**src/rtl/instr_queue.sv**
```systemverilog
// instr_queue: DEPTH-entry FIFO of fetched LC-3b instruction words that
// replaces the single IR and presents decoded fields of the head entry.
//
// Parameters:
//   DEPTH  number of entries (power of two, >= 2)
//   WIDTH  instruction word width (decode positions assume 16 bits)
//
// Ports:
//   clk, reset             clock and synchronous active-high reset
//   flush                  discard all entries on redirect
//   in_valid/in_ready      fetch side handshake, in_data is the word
//   out_valid/out_ready    control side handshake, out_word is the head
//   count                  current occupancy
//   opcode..d_bit          decoded fields of out_word (combinational)
//
// Optional build macro INSTR_QUEUE_BYPASS_EN: when the queue is empty an
// offered word is presented on the output in the same cycle, and is not
// stored if it is consumed in that cycle.
module instr_queue #(
    parameter int DEPTH = 4,
    parameter int WIDTH = 16
) (
    input  logic                       clk,
    input  logic                       reset,
    input  logic                       flush,
    input  logic                       in_valid,
    input  logic [WIDTH-1:0]           in_data,
    output logic                       in_ready,
    output logic                       out_valid,
    input  logic                       out_ready,
    output logic [WIDTH-1:0]           out_word,
    output logic [$clog2(DEPTH+1)-1:0] count,
    output logic [3:0]                 opcode,
    output logic [2:0]                 dest,
    output logic [2:0]                 src1,
    output logic [2:0]                 src2,
    output logic [5:0]                 offset6,
    output logic [8:0]                 offset9,
    output logic [10:0]                offset11,
    output logic [4:0]                 imm5,
    output logic                       imm5_enable,
    output logic                       offset11_enable,
    output logic [7:0]                 trapvect8,
    output logic                       a_bit,
    output logic                       d_bit
);

    localparam int AW = $clog2(DEPTH);
    localparam int CW = $clog2(DEPTH + 1);

    localparam logic [3:0] OP_JSR  = 4'b0100;
    localparam logic [3:0] OP_TRAP = 4'b1111;

    logic [WIDTH-1:0] mem [DEPTH];
    logic [AW-1:0]    rd_ptr;
    logic [AW-1:0]    wr_ptr;
    logic [CW-1:0]    cnt;

    logic             empty;
    logic             full;
    logic             push;
    logic             pop;
    logic             store;
    logic             bypass;
    logic [WIDTH-1:0] head;

    assign empty = (cnt == '0);
    assign full  = (cnt == CW'(DEPTH));

    assign in_ready = !full;
    assign push     = in_valid && in_ready;

    // pop only ever removes a stored entry
    assign pop = !empty && out_ready;

`ifdef INSTR_QUEUE_BYPASS_EN
    assign bypass = empty && in_valid;
`else
    assign bypass = 1'b0;
`endif

    // a bypassed word consumed in the same cycle never enters storage
    assign store = push && !(bypass && out_ready);

    assign out_valid = !empty || bypass;

    always_comb begin
        head = '0;
        if (bypass) begin
            head = in_data;
        end else if (!empty) begin
            head = mem[rd_ptr];
        end
    end

    assign out_word = head;
    assign count    = cnt;

    always_ff @(posedge clk) begin
        if (reset || flush) begin
            rd_ptr <= '0;
            wr_ptr <= '0;
            cnt    <= '0;
        end else begin
            if (store) begin
                wr_ptr <= wr_ptr + 1'b1;
            end
            if (pop) begin
                rd_ptr <= rd_ptr + 1'b1;
            end
            unique case ({store, pop})
                2'b10:   cnt <= cnt + 1'b1;
                2'b01:   cnt <= cnt - 1'b1;
                default: cnt <= cnt;
            endcase
        end
    end

    // storage is deliberately left unreset; empty slots are never observed
    always_ff @(posedge clk) begin
        if (!reset && !flush && store) begin
            mem[wr_ptr] <= in_data;
        end
    end

    assign opcode = head[15:12];
    assign dest   = (opcode == OP_JSR || opcode == OP_TRAP) ?
                    3'b111 : head[11:9];
    assign src1            = head[8:6];
    assign src2            = head[2:0];
    assign offset6         = head[5:0];
    assign offset9         = head[8:0];
    assign offset11        = head[10:0];
    assign imm5            = head[4:0];
    assign imm5_enable     = head[5];
    assign offset11_enable = head[11];
    assign trapvect8       = head[7:0];
    assign a_bit           = head[4];
    assign d_bit           = head[5];

endmodule

```
**config.mk**
```make
export PLATFORM = sky130hd
export DESIGN_NAME = instr_queue
export DESIGN_NICKNAME = d
export VERILOG_FILES = /design/src/rtl/instr_queue.sv
export SDC_FILE = /design/constraint.sdc
export NUM_CORES = 1
export LEC_CHECK = 0
export BUFFER_PORTS_ARGS = -buffer_cell sky130_fd_sc_hd__buf_2
export CAP_MARGIN = 15
export CORE_MARGIN = 2
export CORE_UTILIZATION = 45
export DETAILED_ROUTE_END_ITERATION = 10
export PLACE_DENSITY = 0.76
export SETUP_SLACK_MARGIN = 0.5
export SLEW_MARGIN = 5
export SYNTH_ARGS = -nofsm -noshare
export SYNTH_HDL_FRONTEND = slang
export SYNTH_SLANG_ARGS = --single-unit
```
**constraint.sdc**
```tcl
create_clock -name clk -period 2.4 [get_ports clk]
set_input_delay 0.48 -clock clk [delete_from_list [all_inputs] [get_ports clk]]
set_output_delay 0.48 -clock clk [all_outputs]
set_load 0.05 [all_outputs]
```
==> results.toml <==
[routing]
drcViolationCount = 0
vias = 1945
drt_iter0_markers = 60
wl_per_cell_um = 17.8
drt_pass1_iterations = 4
vias_per_cell = 4.87
postRouteAntennaNets = 0
drt-total-wl_um = 7110

[floorplan]
fp.dieW_um = 90.2
die_y_um = 90.2
rows = 31
start_util_pct = 46.4
num_io_pins = 98
coreArea_um2 = 7210
die-area_um2 = 8140

[cells_and_area]
final_common_cell = "edfxtp_1"
design_area_um2 = 4830
finalNetCount = 322
drive_above_1_share_pct = 66.3
layout_common_cells = "edfxtp_1 (64), buf_6 (35), buf_8 (32), buf_4 (32), buf_2 (23)"
stdcell_count = 399
diodes = 0
fin_util_pct = 66.9
syn2layout_area_growth_pct = 44.2

[synthesis]
synth_seq_cells = 73
synth_seq_area_share_pct = 62.8
synthCells = 219
yosysWarnings = 0
syn_nets = 246
avgSynthCellArea_um2 = 15.3
synth_cell_types = 29
syn-cell-area_um2 = 3350

[timing]
fmax_mhz = 370
final.setup.tns_ns = -1.53
slew_headroom_pct = 69.6
clock_skew_ns = 0.0127
slew_viol_final = 0
hold_violations = 0
worstMarginPinSlew_ns = 0.457
hold_slack_ns = 0.336
period_share_pct = 112
setup_viol = 32
fin_ws_ns = -0.299
fin_crit_ns = 2.70
rsz0062_at_grt = "yes"

[hold_path]
hold_path_startpoint = "in_data[0]"
hold_end = "mem[0][0]"
hold_class = "primary input to register"
worstHoldPathCells = 1

[clock_tree]
cts_sinks = 73
clk_latency_ns = 0.35
cts-root-buf = "clkbuf_8"
cts.clk_slew.worst_paths_ns = 0.09
cts_max_level = 3
numCtsBuffers = 9
postCtsHoldBufs = 0
cts_tree = "done"
cts_buffer_depth = 2

[global_route]
grt_use_met3_pct = 5.95
grt_max_degree = 17
grt_usage_pct = 18.1
top_usage_layer = "met2"
grt_overflow_total = 0
antenna_found_initial = 0
grt_util_met1_pct = 19.9
grt_pass1_vias = 2032
grt_pass1_wl_um = 10900
met2_usage_pct = 32.2

[worst_setup_path]
cp_data_arrival_time_ns = 2.22
crit_type = "register to output pin"
reg2reg_to = "count[2]"
r2r_slack_ns = 0.27
critPathMaxFanout = 5
start_kind = "register"
r2r_cells = 9
reg2reg_from = "count[1]"
cp-end-kind = "output pin"
cp.required_ns = 1.92

[run_status]
status = "complete, but fails checks"
violations = "negative setup slack"

[place]
dp_hpwl_um = 4200
port_buffers = 97
place_area_um2 = 3800
place.gp.congestion = 0.709
dp_cells = 363

[power]
power.density_nw_per_um2 = 658
p_leak_nw = 1.86
ir_worst_vdd_uv = 365

[run]
cap_violations = 0
-- state kept, by name, indices dropped and copies added (netlist names), named ones only --
signal	count
rd_ptr	2
wr_ptr	2
mem	64
count	3
-- routing by layer --
| metal | part of all wire [%] | vias up |
|---|---|---|
| met5 | 0 | - |
| met4 | 2.1 | 0 |
| met3 | 5.6 | 14 |
| met2 | 54 | 64 |
| met1 | 39 | 972 |
| li1 | - | 895 |
-- area by class of cell --
class                      instances  area (um^2)
clock buffer                       9          124
fill                             480         2390
multi-input combinational         74          986
sequential                        73         2120
clock inverter                     7         95.1
timing repair buffer             126         1330
tap                               99          124
inverter                          11         51.3
-- cells in the mapped netlist --
cell type | n | area [um^2]
buf_4 | 53 | 398
o31ai_1 | 1 | 7.51
fa_1 | 1 | 20.0
buf_6 | 1 | 11.3
inv_1 | 11 | 41.3
mux4_1 | 2 | 52.6
or3_1 | 1 | 6.26
nor2b_1 | 13 | 81.3
xor2_1 | 4 | 35.0
buf_2 | 1 | 5.00
ha_1 | 5 | 62.6
o311ai_0 | 1 | 8.76
or4b_4 | 1 | 13.8
and2_1 | 1 | 6.26
mux4_2 | 14 | 315
nor3_1 | 1 | 5.00
or2_2 | 1 | 6.26
o21ai_0 | 1 | 5.00
or3b_2 | 1 | 8.76
a31oi_1 | 3 | 18.8
edfxtp_1 | 64 | 1920
nand3_1 | 2 | 10.0
a21o_1 | 2 | 15.0
dfxtp_1 | 9 | 180
clkbuf_1 | 6 | 22.5
nand4_1 | 1 | 6.26
nor2_1 | 10 | 37.5
and3_1 | 4 | 25.0
a21oi_1 | 4 | 20.0
-- how the worst max path moves through the flow --
stage,start,end
floorplan,register,dest[0]
global placement,register,dest[0]
detailed placement,register,dest[0]
CTS,register,dest[0]
global route,register,dest[0]
finish,register,dest[0]
-- logic make-up (layout without fill, tap and decap cells) --
| kind of cell | after synthesis | count (layout) | share of synthesized area, % |
|---|---|---|---|
| AO/OA/AOI/OAI | 12 | 12 | 2.24 |
| AND/OR/NAND/NOR | 36 | 36 | 6.17 |
| XOR/XNOR | 4 | 4 | 1.05 |
| flip-flops | 73 | 73 | 62.8 |
| adder cells (fa/ha/maj) | 6 | 6 | 2.47 |
| multiplexers | 16 | 16 | 11.0 |
| buffers and inverters | 72 | 153 | 14.3 |
-- stage by stage --
stage          total power, W  setup WS, ns
2_1_floorplan         0.00191        0.0114
3_3_place_gp          0.00195       -0.0703
3_5_place_dp          0.00196       -0.0560
4_1_cts               0.00315        -0.321
5_1_grt               0.00327        -0.360
6_report              0.00318        -0.299
-- critical path, stage by stage, from the launching register on --
cell,delay [ns]
dfxtp_4,0.38
mux4_2,0.52
or4b_4,0.61
a31oi_4,0.17
buf_6,0.18
-- power by group --
group	switching, W	leakage (nW)	total [W]	internal [W]
Combinational	0.000447	1.11	0.000725	0.000278
Clock	0.000472	0.0991	0.00105	0.000583
Sequential	0.00000816	0.654	0.00140	0.00139
-- repair_timing --
action,CTS,global route
pin swaps,2,3
cloned,2,0
buffers inserted,12,6
endpoints found under the setup margin,103,92
gates resized for setup,164,31
No activity file was read; power rests on OpenSTA's default activity.
